$ cat config.mk
export PLATFORM = sky130hd
export DESIGN_NAME = order_arb3
export DESIGN_NICKNAME = d
export VERILOG_FILES = /design/src/rtl/order_pkg.sv /design/src/rtl/order_arb3_fifo.sv /design/src/rtl/order_arb3.sv
export SDC_FILE = /design/constraint.sdc
export NUM_CORES = 1
export LEC_CHECK = 0
export ABC_AREA = 1
export CELL_PAD_IN_SITES_DETAIL_PLACEMENT = 0
export CELL_PAD_IN_SITES_GLOBAL_PLACEMENT = 2
export CORE_MARGIN = 3
export CORE_UTILIZATION = 29
export DETAILED_ROUTE_END_ITERATION = 16
export PLACE_DENSITY = 0.74
export SLEW_MARGIN = 20
export SYNTH_ARGS = -nofsm -noshare
export SYNTH_HDL_FRONTEND = slang
export SYNTH_SLANG_ARGS = --single-unit
$ cat constraint.sdc
create_clock -name clock -period 5.7 [get_ports clock]
set_input_delay 1.14 -clock clock [delete_from_list [all_inputs] [get_ports clock]]
set_output_delay 1.14 -clock clock [all_outputs]
set_load 0.01 [all_outputs]
$ cat src/rtl/order_pkg.sv
// Shared types and constants for the order_arb3 sort scheduler.
package order_pkg;
    localparam int ORDER_DSIZE          = 8;
    localparam int ORDER_ARB_FIFO_DEPTH = 3;

    typedef logic req_id_t;

    typedef struct packed {
        req_id_t                id;
        logic [ORDER_DSIZE-1:0] data0;
        logic [ORDER_DSIZE-1:0] data1;
        logic [ORDER_DSIZE-1:0] data2;
    } res_t;
endpackage

$ cat src/rtl/order_arb3_fifo.sv
// 3-entry synchronous FIFO of result entries; head is registered storage, 0 latency on read.
// No internal flow control: the caller guarantees no push when full and no pop when empty.
module order_arb3_fifo
    import order_pkg::*;
#(
    parameter type entry_t = res_t
) (
    input  logic                                        clock,
    input  logic                                        rst_n,
    input  logic                                        push_i,
    input  entry_t                                      push_dat_i,
    input  logic                                        pop_i,
    output entry_t                                      head_o,
    output logic [$clog2(ORDER_ARB_FIFO_DEPTH+1)-1:0]   count_o
);
    localparam int PW = $clog2(ORDER_ARB_FIFO_DEPTH);
    localparam int CW = $clog2(ORDER_ARB_FIFO_DEPTH + 1);

    typedef logic [PW-1:0] ptr_t;
    typedef logic [CW-1:0] cnt_t;

    entry_t mem_q [ORDER_ARB_FIFO_DEPTH];
    ptr_t   wr_ptr_q, rd_ptr_q;
    cnt_t   count_q;

    function automatic ptr_t ptr_inc(input ptr_t p);
        return (p == ptr_t'(ORDER_ARB_FIFO_DEPTH - 1)) ? '0 : p + ptr_t'(1);
    endfunction

    always_ff @(posedge clock or negedge rst_n) begin
        if (!rst_n) begin
            for (int i = 0; i < ORDER_ARB_FIFO_DEPTH; i++) mem_q[i] <= '0;
            wr_ptr_q <= '0;
            rd_ptr_q <= '0;
            count_q  <= '0;
        end else begin
            if (push_i) begin
                mem_q[wr_ptr_q] <= push_dat_i;
                wr_ptr_q        <= ptr_inc(wr_ptr_q);
            end
            if (pop_i) rd_ptr_q <= ptr_inc(rd_ptr_q);
            unique case ({push_i, pop_i})
                2'b10:   count_q <= count_q + cnt_t'(1);
                2'b01:   count_q <= count_q - cnt_t'(1);
                default: ;
            endcase
        end
    end

    assign head_o  = mem_q[rd_ptr_q];
    assign count_o = count_q;
endmodule

$ cat src/rtl/order_arb3.sv
// Two-requester round-robin scheduler for a registered descending 3-word sort; 2-cycle min latency.
// Issue is credit-gated by FIFO occupancy plus stage; ORDER_ARB_CNT_EN adds per-requester grant counters.
module order_arb3
    import order_pkg::*;
#(
    parameter int DSIZE = ORDER_DSIZE
`ifdef ORDER_ARB_CNT_EN
    ,
    parameter int CNTW  = 16
`endif
) (
    input  logic             clock,
    input  logic             rst_n,
    input  logic             req0_valid,
    output logic             req0_ready,
    input  logic [DSIZE-1:0] req0_data0,
    input  logic [DSIZE-1:0] req0_data1,
    input  logic [DSIZE-1:0] req0_data2,
    input  logic             req1_valid,
    output logic             req1_ready,
    input  logic [DSIZE-1:0] req1_data0,
    input  logic [DSIZE-1:0] req1_data1,
    input  logic [DSIZE-1:0] req1_data2,
    output logic             res_valid,
    input  logic             res_ready,
    output logic             res_id,
    output logic [DSIZE-1:0] res_data0,
    output logic [DSIZE-1:0] res_data1,
    output logic [DSIZE-1:0] res_data2
`ifdef ORDER_ARB_CNT_EN
    ,
    output logic [CNTW-1:0]  grant_cnt0,
    output logic [CNTW-1:0]  grant_cnt1
`endif
);
    localparam int CW = $clog2(ORDER_ARB_FIFO_DEPTH + 1);

    typedef struct packed {
        req_id_t          id;
        logic [DSIZE-1:0] data0;
        logic [DSIZE-1:0] data1;
        logic [DSIZE-1:0] data2;
    } res_w_t;

    req_id_t          last_grant_q, last_grant_d;
    res_w_t           stg_q, stg_d, head;
    logic             stg_vld_q, stg_vld_d;
    logic [CW-1:0]    fifo_cnt;
    logic             credit_ok, gnt0, gnt1, issue, pop;
    logic [DSIZE-1:0] s0, s1, s2;

    // Stage entry counts against credit so the FIFO can always absorb it next edge.
    assign credit_ok = (3'(fifo_cnt) + 3'(stg_vld_q)) < 3'(ORDER_ARB_FIFO_DEPTH);

    always_comb begin
        gnt0       = req0_valid & (~req1_valid | last_grant_q);
        gnt1       = req1_valid & (~req0_valid | ~last_grant_q);
        req0_ready = gnt0 & credit_ok;
        req1_ready = gnt1 & credit_ok;
        issue      = req0_ready | req1_ready;
    end

    // Bubble network with strict swaps: stable, so equal words keep input order.
    always_comb begin
        s0 = req1_ready ? req1_data0 : req0_data0;
        s1 = req1_ready ? req1_data1 : req0_data1;
        s2 = req1_ready ? req1_data2 : req0_data2;
        if (s1 > s0) {s0, s1} = {s1, s0};
        if (s2 > s1) {s1, s2} = {s2, s1};
        if (s1 > s0) {s0, s1} = {s1, s0};
    end

    always_comb begin
        last_grant_d = issue ? req_id_t'(req1_ready) : last_grant_q;
        stg_vld_d    = issue;
        stg_d        = stg_q;
        if (issue) stg_d = '{id: req_id_t'(req1_ready), data0: s0, data1: s1, data2: s2};
    end

    always_ff @(posedge clock or negedge rst_n) begin
        if (!rst_n) begin
            last_grant_q <= 1'b1;
            stg_vld_q    <= 1'b0;
            stg_q        <= '0;
        end else begin
            last_grant_q <= last_grant_d;
            stg_vld_q    <= stg_vld_d;
            stg_q        <= stg_d;
        end
    end

    assign pop = res_valid & res_ready;

    order_arb3_fifo #(
        .entry_t (res_w_t)
    ) u_fifo (
        .clock      (clock),
        .rst_n      (rst_n),
        .push_i     (stg_vld_q),
        .push_dat_i (stg_q),
        .pop_i      (pop),
        .head_o     (head),
        .count_o    (fifo_cnt)
    );

    assign res_valid = (fifo_cnt != '0);
    assign res_id    = head.id;
    assign res_data0 = head.data0;
    assign res_data1 = head.data1;
    assign res_data2 = head.data2;

`ifdef ORDER_ARB_CNT_EN
    logic [CNTW-1:0] cnt0_q, cnt1_q;

    always_ff @(posedge clock or negedge rst_n) begin
        if (!rst_n) begin
            cnt0_q <= '0;
            cnt1_q <= '0;
        end else begin
            if (req0_ready) cnt0_q <= cnt0_q + CNTW'(1);
            if (req1_ready) cnt1_q <= cnt1_q + CNTW'(1);
        end
    end

    assign grant_cnt0 = cnt0_q;
    assign grant_cnt1 = cnt1_q;
`else
    // Grant counters compiled out.
`endif
endmodule

==> results.md <==
- Status: complete, no violations
- Post-DP HPWL: 12600 µm
- Clock transition at path regs: 0.07 ns
- Most frequent cells in the layout: 288 x nand2_1, 107 x dfrtp_1, 100 x o21ai_0
- Grt ovf: 0
- Compound-gate portion of the synthesized area: 0.109
- Area of the die: 0.0228 mm²
- Critical path peak fanout: 8
- Diode count: 0
- Netlist cell types: 29
- CP delay by family, top: simple AND/OR/NAND/NOR gates
- First-pass GRT wire length: 29100 µm
- CP bufs+invs: 8
- Syn nets: 909
- Worst slack, placed: -0.599 ns
- CTS sink count: 108
- Post-synthesis cell count: 833
- Routed len/inst: 14.0 µm
- Xor/xnor share of the synthesized area: 0.00288
- Synth Area in Simple Gates: 0.310
- Register bit count reported by yosys: 108
- Minimum clock period: 5.42 ns
- RSZ-0062 raised after global routing: true
- Crit path DAT: 5.71 ns
- Vias in the first global route: 5644
- Core Rows: 52
- Die height: 151 µm
- Register area share after synthesis: 0.444
- Vias per cell: 4.47
- Met1 Resource Use GR: 0.226
- Delay of the slowest cell on the worst path: 0.34 ns
- HP Class: reg -> reg
- Final clock skew: 0.00747 ns
- # port buffers: 80
- Largest net degree at the start of global routing: 69
- Setup CP Type: in -> reg
- GRT busiest layer: met2
- CTS max path bufs: 2
- GRT Overall Usage: 0.161
- Die Width: 151 µm
- RePlAce Congestion: 0.800
- Final Hold Fails: 0
- Cell Area, Synth: 0.00609 mm²
- IO Count: 81
- Root Buffer: clkbuf_16
- Synth area leaders: dfrtp_1 44%, nand2_1 19%, o21ai_0 8.8%
- Critical Path RT: 5.99 ns
- Share of layout cells above drive strength 1: 0.227
- M3 GR Usage: 0.0254
- Post-DRT Antenna Nets: 0
- Finished Cell Area: 0.00874 mm²
- Crit-path most repeated cell: nand2_1
- Yosys top cell by area: dfrtp_1
- Largest family of logic cells by synthesized area: simple AND/OR/NAND/NOR gates
- Initial antenna violation count: 0
- Yosys warnings: 0
- Initial Util: 0.298
- Share of the synthesized area in the top cell type: 0.440
- Most common cell after layout, fill and taps aside: nand2_1
- CTS tree: yes
- Worst-Skew Late Latency: 0.35 ns
- Worst path slowest cell: a32oi_4
- Final WL: 17700 µm
- P&R area growth vs syn: 43.5%
- GRT met2 Usage: 0.263
- Fmax: 185 MHz
- Cts bufs inserted: 9
- Number of setup violations in the final report: 0
- Core footprint: 0.0204 mm²
- Max-slew violation count: 0
- Placed cell area: 0.00766 mm²
- Synth Area per Inst: 7.31 µm²
- Synth Area in Adders: 0.0473
- Max-cap violation count: 0
- Hold_buf cts: 0
- DR vias: 5680
- H-tree depth: 3
- Worst-Margin Slew: 0.881 ns
- DRT Pass-1 Iters: 4
- DRT iter0 DRCs: 182
- Final worst slack: 0.280 ns
- Fin nets: 1071
- Drt drc: 0
- Critical path endpoint category: flip-flop
- Fin crit share: 0.951
- Relative slew slack: 0.413
- Post-synthesis mux area share: 0.00987
- Critical Path Start Type: input port
-- cell type report --
cell class                 count  area, µm²
clock buffer                  13        280
clock inverter                 3       27.5
fill                        2227      11700
inverter                      82        310
multi-input combinational    607       3420
sequential                   108       2700
tap                          270        338
timing repair buffer         186       1650
timing repair inverter         1       7.51
-- tightest hold or removal path, cell delays in order, from the launching register on --
cell     delay, ns
dfrtp_1       0.35
nand2_1       0.06
nand2_1       0.05
-- Yosys cell counts, drive strengths merged --
cell and number:
a211oi 3, a21oi 8, a32oi 1, and2 1, buf 4, clkbuf 34, clkinv 3, dfrtp 107
dfstp 1, ha 23, inv 79, mux2i 6, nand2 324, nand3 87, nand3b 1, nand4 1
nor2 23, o21ai 114, o21bai 2, or2 9, xnor2 2
-- cells by family after synthesis --
family,Yosys count
simple gates,446
compound gates,128
buf+inv,120
flops,108
fa+ha+maj,23
mux,6
xor+xnor,2
-- metrics by stage --
stage | hold slack, ns | TNS (ns) | std cells | util
finish | 0.483 | 0 | 1270 | 0.428
global route | 0.499 | -0.244 | 1270 | 0.428
CTS | 0.486 | 0 | 1255 | 0.402
detailed placement | 0.466 | -8.89 | 1221 | 0.375
global placement | 0.464 | -7.90 | 1221 | 0.375
floorplan | 0.449 | -0.000104 | 833 | -
-- metal layers --
| layer | part of all wire | routed length (µm) |
|---|---|---|
| met3 | 0.029 | 513 |
| met1 | 0.49 | 8760 |
| met2 | 0.47 | 8260 |
| met5 | 0 | 0 |
| met4 | 0.011 | 193 |
-- registers in the layout, summed over array words and instances (netlist names) --
name	cells
u_fifo.mem_q	75
u_fifo.rd_ptr_q	2
u_fifo.count_o	2
u_fifo.wr_ptr_q	2
stg_vld_q	1
stg_q	25
last_grant_q	1
-- path summary, 6_finish.rpt --
kind	depth (start not counted)	endpoint	from	slack (ns)
worst max-delay path	36	stg_q[21]	req1_valid	0.28
worst min-delay path	2	stg_q[10]	stg_q[10]	0.48
worst max register to register	38	stg_q[21]	u_fifo.count_o[0]	0.31
worst min register to register	2	stg_q[10]	stg_q[10]	0.48
max in group asynchronous	2	u_fifo.mem_q[66]	rst_n	3.71
min in group asynchronous	1	u_fifo.mem_q[49]	rst_n	0.89
-- timing repair --
item / in CTS / in global routing
endpoints found under the setup margin: 16 / 16
cloned: 4 / 0
pin swaps: 15 / 40
gates resized for setup: 36 / 79
buffers inserted: 14 / 16
Power is not shown: default switching activity piles up to over one toggle a cycle in this logic, so the estimate is an artifact.
